**config.mk**
```make
export PLATFORM = sky130hd
export DESIGN_NAME = ahb_err_responder
export DESIGN_NICKNAME = d
export VERILOG_FILES = /design/src/rtl/ahb_err_responder_pkg.sv /design/src/rtl/ahb_err_responder.sv
export SDC_FILE = /design/constraint.sdc
export NUM_CORES = 1
export LEC_CHECK = 0
export BUFFER_PORTS_ARGS = -buffer_cell sky130_fd_sc_hd__buf_2
export CAP_MARGIN = 20
export CELL_PAD_IN_SITES_DETAIL_PLACEMENT = 1
export CELL_PAD_IN_SITES_GLOBAL_PLACEMENT = 2
export CORE_MARGIN = 2
export CORE_UTILIZATION = 26
export DETAILED_ROUTE_END_ITERATION = 16
export PLACE_DENSITY_LB_ADDON = 0.25
export REMOVE_ABC_BUFFERS = 1
export SLEW_MARGIN = 15
export SYNTH_ARGS = -nofsm -noshare
export SYNTH_HDL_FRONTEND = slang
export SYNTH_SLANG_ARGS = --single-unit
```
**constraint.sdc**
```tcl
create_clock -name clk -period 2.75 [get_ports clk]
set_input_delay 0.4125 -clock clk [delete_from_list [all_inputs] [get_ports clk]]
set_output_delay 0.4125 -clock clk [all_outputs]
set_load 0.1 [all_outputs]
```
**src/rtl/ahb_err_responder_pkg.sv**
```systemverilog
// Shared AHB-Lite encodings plus the state type of the default error responder.
// Imported by every AHB block that needs transfer-type or response decoding.
package ahb_err_responder_pkg;

    typedef enum logic [1:0] {
        HTRANS_IDLE   = 2'b00,
        HTRANS_BUSY   = 2'b01,
        HTRANS_NONSEQ = 2'b10,
        HTRANS_SEQ    = 2'b11
    } htrans_e;

    localparam logic HRESP_OKAY  = 1'b0;
    localparam logic HRESP_ERROR = 1'b1;

    typedef enum logic [1:0] {
        ERR_IDLE = 2'b00,
        ERR_ERR1 = 2'b01,
        ERR_ERR2 = 2'b10
    } err_state_e;

    // NONSEQ and SEQ carry a real transfer; IDLE and BUSY get a zero-wait OKAY.
    function automatic logic htrans_is_active(input logic [1:0] htrans);
        return (htrans == HTRANS_NONSEQ) || (htrans == HTRANS_SEQ);
    endfunction

endpackage

```
**src/rtl/ahb_err_responder.sv**
```systemverilog
// AHB-Lite default slave: answers every selected transfer with a two-cycle ERROR
// and records the first faulting address, a saturating fault count and a sticky irq.
module ahb_err_responder
    import ahb_err_responder_pkg::*;
#(
    parameter logic [31:0] RDATA_PATTERN = 32'hDEAD_BEEF,
    parameter int          CNT_W         = 8
) (
    input  logic             clk,
    input  logic             rst,
    input  logic             hsel_i,
    input  logic [31:0]      haddr_i,
    input  logic [1:0]       htrans_i,
    input  logic             hwrite_i,
    input  logic             hready_i,
    output logic             hreadyout_o,
    output logic             hresp_o,
    output logic [31:0]      hrdata_o,
    input  logic             clr_i,
    output logic             fault_valid_o,
    output logic [31:0]      fault_addr_o,
    output logic             fault_write_o,
    output logic [CNT_W-1:0] fault_cnt_o,
    output logic             irq_o
);

    localparam logic [CNT_W-1:0] CNT_MAX = '1;
    localparam logic [CNT_W-1:0] CNT_ONE = CNT_W'(1);

    err_state_e       state_q;
    logic             hreadyout_q;
    logic             hresp_q;

    logic             valid_q, valid_d;
    logic [31:0]      addr_q, addr_d;
    logic             write_q, write_d;
    logic [CNT_W-1:0] cnt_q, cnt_d;
    logic             irq_q;

    logic             accept;

    // ERR1 drives HREADY low bus-wide, so masking it here only guards against a
    // misbehaving interconnect; a correct bus never presents an accept there.
    assign accept = hsel_i & hready_i & htrans_is_active(htrans_i)
                    & (state_q != ERR_ERR1);

    always_ff @(posedge clk) begin
        if (rst) begin
            state_q     <= ERR_IDLE;
            hreadyout_q <= 1'b1;
            hresp_q     <= HRESP_OKAY;
        end else begin
            case (state_q)
                ERR_IDLE: begin
                    if (accept) begin
                        state_q     <= ERR_ERR1;
                        hreadyout_q <= 1'b0;
                        hresp_q     <= HRESP_ERROR;
                    end else begin
                        state_q     <= ERR_IDLE;
                        hreadyout_q <= 1'b1;
                        hresp_q     <= HRESP_OKAY;
                    end
                end
                ERR_ERR1: begin
                    state_q     <= ERR_ERR2;
                    hreadyout_q <= 1'b1;
                    hresp_q     <= HRESP_ERROR;
                end
                ERR_ERR2: begin
                    if (accept) begin
                        state_q     <= ERR_ERR1;
                        hreadyout_q <= 1'b0;
                        hresp_q     <= HRESP_ERROR;
                    end else begin
                        state_q     <= ERR_IDLE;
                        hreadyout_q <= 1'b1;
                        hresp_q     <= HRESP_OKAY;
                    end
                end
                default: begin
                    state_q     <= ERR_IDLE;
                    hreadyout_q <= 1'b1;
                    hresp_q     <= HRESP_OKAY;
                end
            endcase
        end
    end

    // Clear is applied first so a coincident fault becomes the new first fault.
    always_comb begin
        valid_d = valid_q;
        addr_d  = addr_q;
        write_d = write_q;
        cnt_d   = cnt_q;
        if (clr_i) begin
            valid_d = 1'b0;
            cnt_d   = '0;
        end
        if (accept) begin
            if (!valid_d) begin
                addr_d  = haddr_i;
                write_d = hwrite_i;
            end
            valid_d = 1'b1;
            if (clr_i) begin
                cnt_d = CNT_ONE;
            end else if (cnt_q != CNT_MAX) begin
                cnt_d = cnt_q + CNT_ONE;
            end
        end
    end

    always_ff @(posedge clk) begin
        if (rst) begin
            valid_q <= 1'b0;
            addr_q  <= '0;
            write_q <= 1'b0;
            cnt_q   <= '0;
            irq_q   <= 1'b0;
        end else begin
            valid_q <= valid_d;
            addr_q  <= addr_d;
            write_q <= write_d;
            cnt_q   <= cnt_d;
            irq_q   <= valid_d;
        end
    end

    assign hreadyout_o   = hreadyout_q;
    assign hresp_o       = hresp_q;
    assign hrdata_o      = RDATA_PATTERN;
    assign fault_valid_o = valid_q;
    assign fault_addr_o  = addr_q;
    assign fault_write_o = write_q;
    assign fault_cnt_o   = cnt_q;
    assign irq_o         = irq_q;

endmodule

```
# [After elaboration in Yosys (flattened, before gate mapping)]
# Index checks and enable logic that the tools add are counted.
[classes] addsub=1 n_mul=0 div_mod_pow=0 magnitude_cmp=0 eq_ne=6 n_shift=0 mux=11 n_bitwise=5 n_reduce_logical=5
[ops] cell="8-bit 2-to-1 mux" n=4
[ops] cell="8-bit by 1-bit adder with 8-bit output, second input constant" n=1
[ops] cell="8-bit != test, second input constant" n=1
[ops] cell="2-bit == test, second input constant" n=3
[ops] cell="1-bit 2-to-1 mux" n=5
[ops] cell="2-bit case mux with 2 select lines" n=1
[ops] cell="2-bit OR reduction" n=2
[ops] cell="1-bit bitwise AND" n=3
[ops] cell="2-bit by 1-bit == test with 1-bit output, second input constant" n=1
[ops] cell="2-bit logical NOT" n=1
[ops] cell="2-bit by 1-bit != test with 1-bit output, second input constant" n=1
[ops] cell="1-bit inverter" n=2
[ops] cell="1-bit case mux with 2 select lines" n=1
[ops] cell="2-bit AND reduction" n=1
[ops] cell="1-bit logical OR" n=1
[word_totals] reg_bits=46 latch_bits=0 mem_bits_rw=0 romBits=0 input_bits=40 out_inout_bits=77 wordCells=35 n_memories=0

# [Depth between registers and ports, before layout]
[logic_depth] depth_word=6 mapped_depth=6 ltp_nobuf=5

# [Worst setup path after synthesis]
# No wires, ideal clock.
[synth_timing] path_type="register to register" startpoint="register cnt_q[1] (netlist: fault_cnt_o[1])" endpoint="register cnt_q[0] (netlist: fault_cnt_o[0])" setup_ns=0.087 arrival_ns=2.361 required_ns=2.663 slack_ns=0.302 stages_incl_launch_ff=7 n_path_buf=1 synth_period_minus_slack_ns=2.448 path_cell_list="dfxtp_1 > ha_1 > nand4_2 > or2_0 > buf_2 > a2111o_1 > o31ai_1"
[synth_between] elab_chain_len=4
[synth_lines] item="start, declared" line_no="ahb_err_responder.sv:37" text="logic [CNT_W-1:0] cnt_q, cnt_d;"
[synth_lines] item="start signal, assigned" line_no="ahb_err_responder.sv:125" text="cnt_q <= cnt_d;"
[synth_lines] item="8-bit != test" line_no="ahb_err_responder.sv:108" text="end else if (cnt_q != CNT_MAX) begin"
[synth_lines] item="8-bit 2-to-1 mux" line_no="ahb_err_responder.sv:108"
[synth_lines] item="8-bit 2-to-1 mux" line_no="ahb_err_responder.sv:106" text="if (clr_i) begin"
[synth_lines] item="8-bit 2-to-1 mux" line_no="ahb_err_responder.sv:100" text="if (accept) begin"
# Every way passes these cells.
# A chain may end at the register's enable or synchronous reset.

# [Final worst setup path]
[layout_timing] startpoint="register cnt_q[0] (netlist: fault_cnt_o[0])" endpoint="register cnt_q[0] (netlist: fault_cnt_o[0])"
[layout_between] elab_chain_len=4 word_cells_on_any_way=6 classes_between="1 x add/sub; 1 x eq/ne; 4 x mux"
[layout_lines] item="8-bit by 1-bit adder with 8-bit output (tied with other cells)" line_no="ahb_err_responder.sv:109" text="cnt_d = cnt_q + CNT_ONE;"
[layout_lines] item="8-bit 2-to-1 mux" line_no="ahb_err_responder.sv:108"
[layout_lines] item="8-bit 2-to-1 mux" line_no="ahb_err_responder.sv:106"
[layout_lines] item="8-bit 2-to-1 mux (*)" line_no="ahb_err_responder.sv:100"
# Mark *: on every way between the ends. The rest lies on a longest branch, timed or not.

==> metrics.md <==
| Metric | Value |
|---|---|
| DRT Pass-1 Iters | 4 |
| Via density | around 4 |
| Setup TNS | 0 ns |
| Share of cells above drive strength 1 | roughly a third |
| Placeable Area | between 7000 and 8000 µm² |
| Cts repair resizes | 0 |
| Num ports | about 120 |
| Site row count | 32 |
| Top-area cell type share of the netlist area | between 40% and 50% |
| Post-synth ARST share | 0% |
| Number of global-route vias before repair | approximately 1,500 |
| Most frequent cells in the layout | 83 x buf_2, 46 x dfxtp_1, 41 x nor2_1, 35 x mux2i_1, 32 x conb_1 |
| DP Wirelength | between 3000 and 4000 µm |
| Max-slew violations | 0 |
| Reg2Reg Setup Slack | between 0.8 and 0.9 ns |
| Area grow syn2layout | 25.48% |
| Drt initial violations | 30 |
| Initial antenna violation count | 0 |
| Hold Path End | fault_write_o |
| Synthesized area per cell | roughly 10 µm² |
| Critical Path Source Type | register |
| Die area | 8503 µm² |
| Setup repair bufs after CTS | 0 |
| Post-Synthesis Cell Area | 2023 µm² |
| Lkg Pwr | around 0.0012 µW |
| Design Area, Final | 2539 µm² |
| RR Endpoint | fault_cnt_o[0] |
| CTS tree | built |
| Deepest clock path buffer count | 2 |
| Grt total ovfl | 0 |
| Reg2Reg Depth | 5 |
| Worst Path Max Fanout | 6 |
| Post-CTS Hold Buffers | 0 |
| Final wirelength | around 4700 µm |
| Post-synthesis sequential area ratio | 45.52% |
| Later-pin clock latency in the skew report | 0.30 ns |
| Synth cell types | 35 |
| Status | complete, no violations |
| Crit Path Category | register to register |
| Die H | around 90 µm |
| CTS root buffer | clkbuf_8 |
| NetSw | between 600 and 700 µW |
| First-pass GRT wire length | 7341 µm |
| CP endpoint kind | register |
| Crit path time final | 1.914 ns |
| Number of port buffers | 83 |
| Synth Flop Type | dfxtp_1 |
| Register share of total power | around 40% |
| Remaining DRCs | 0 |
| Hold Path Depth | 3 |
| Max Cap Viol | 0 |
| GPL Wtd Cong | 0.7624 |
| Die width | between 90 and 100 µm |
| Most common cell after layout, fill and taps aside | buf_2 |
| Seq cells post-synth | 46 |
| Largest net degree at the start of global routing | 34 |
| Clock transition at path regs | 0.09 ns |
| Maximum VDD drop | about 270 µV |
| Count of flip-flops with a built-in enable after synthesis | 0 |
| Internal power | about 1100 µW |
| RSZ-0062 raised after global routing | no |
| Gr usage total | 10.83% |
| H-tree Lvls | 2 |
| Fin. Hold Viols | 0 |
| Tcrit/Tclk final | around 70% |
| Clk sinks | 46 |
| Dominant cell type by area after synthesis | dfxtp_1 |
| Filler cells | approximately 950 |
| Worst Path Arrival | ~2.1 ns |
| Number of synthesis warnings | 0 |
| Worst Skew | 0.006582 ns |
| Starting Density | 26.46% |
| Layout Nets | 329 |
| Num CTS Buffers | 5 |
| DP Area | ~2400 µm² |
| Switching Share | a little over a third |
| Wire per inst | approximately 12 µm |
| Cell Pwr Density | ~680 nW/µm² |
| ANT cells | 0 |
| RR Startpoint | fault_cnt_o[0] |
| Clock power frac | between 30% and 40% |
| Critical path required time | roughly 3.0 ns |
| Area contributors post-synth | dfxtp_1 46%, mux2i_1 17%, buf_4 13% |
| # setup viols final | 0 |
| Hold WC Path Type | input port to register |
| Fmax | between 500 and 600 MHz |
| Routed vias | around 1,600 |
| Final ANT Viol Nets | 0 |
| Cells after Synth | 207 |
| Worst Min Path Start | hwrite_i |
| Gate power share | 25.3% |
-- power by group through the flow --
stage	combinational [µW]	sequential, µW	clock (µW)
finish	438	694	601
global route	455	697	662
CTS	440	694	628
detailed placement	440	709	0
global placement	439	709	0
floorplan	234	846	0
-- kinds of logic after synthesis --
kind of cell,after synthesis,synth area share [%]
and+or+nand+nor,67,16.14
DFF,46,45.52
buffers and inverters,43,15.46
muxes,35,17.32
AOI/OAI and AO/OA,13,4.576
other,2,0.3712
adders and majority gates,1,0.6183
-- worst max path at each step --
stage	start	end	slack, ns	cells past startpoint
after floorplan	irq_o	fault_addr_o[0]	-0.23	4
after global placement	fault_cnt_o[0]	fault_cnt_o[0]	0.90	5
after global routing	fault_cnt_o[0]	fault_cnt_o[0]	0.70	5
final	fault_cnt_o[0]	fault_cnt_o[0]	0.84	5
after CTS	fault_cnt_o[1]	fault_cnt_o[0]	0.87	5
after detailed placement	fault_cnt_o[1]	fault_cnt_o[0]	0.89	5
-- worst max-delay path: stages (launching register included) --
cell and delay, ns:
dfxtp_1 0.47, ha_1 0.29, nand4_2 0.19, or2_0 0.37
a2111o_1 0.44, o31ai_1 0.06
-- synthesized netlist by cell type, types with 2 or more instances --
master,number
buf_6,3
nor2_1,41
mux2i_1,35
o21ai_0,3
conb_1,2
nand4_1,3
inv_1,2
nand2b_1,2
a21oi_1,3
nand3_1,6
nand2_1,2
buf_4,34
nor4b_1,2
clkbuf_1,3
dfxtp_1,46
-- flip-flops by register name, summed over array words and instances (netlist names) --
| signal | flops |
|---|---|
| irq_o | 1 |
| fault_addr_o | 32 |
| state_q | 2 |
| fault_write_o | 1 |
| fault_cnt_o | 8 |
| hreadyout_o | 1 |
| hresp_o | 1 |
-- metrics by stage --
| stage | utilization (%) | hold WS (ns) | setup WS [ns] | std cells | total power [µW] |
|---|---|---|---|---|---|
| 2_1_floorplan | - | 0.4665 | -0.2320 | 196 | 1081 |
| 3_3_place_gp | 31.40 | 0.4668 | 0.9025 | 383 | 1148 |
| 3_5_place_dp | 31.40 | 0.4752 | 0.8949 | 383 | 1149 |
| 4_1_cts | 33.20 | 0.3313 | 0.8683 | 391 | 1763 |
| 5_1_grt | 33.20 | 0.3352 | 0.7044 | 391 | 1814 |
| 6_report | 33.20 | 0.3412 | 0.8361 | 391 | 1733 |
-- cell type report --
class,instances,area [µm²],share of cell area (%)
Clock buffer,5,68.82,2.711
Clock inverter,3,68.82,2.711
Inverter,2,7.507,0.2957
Multi-Input combinational cell,148,902.1,35.53
Sequential cell,46,920.9,36.27
Tap cell,102,127.6,5.027
Timing Repair Buffer,85,442.9,17.45
-- routing by layer --
layer / vias to the layer above / share of wire [%] / global-route usage [%]
li1: 791 / - / -
met1: 726 / 42 / 12.97
met2: 77 / 46 / 17.40
met3: 4 / 12 / 5.094
met4: 0 / 0.77 / 2.985
met5: - / 0 / 0
(Power assumes the default switching activity.)
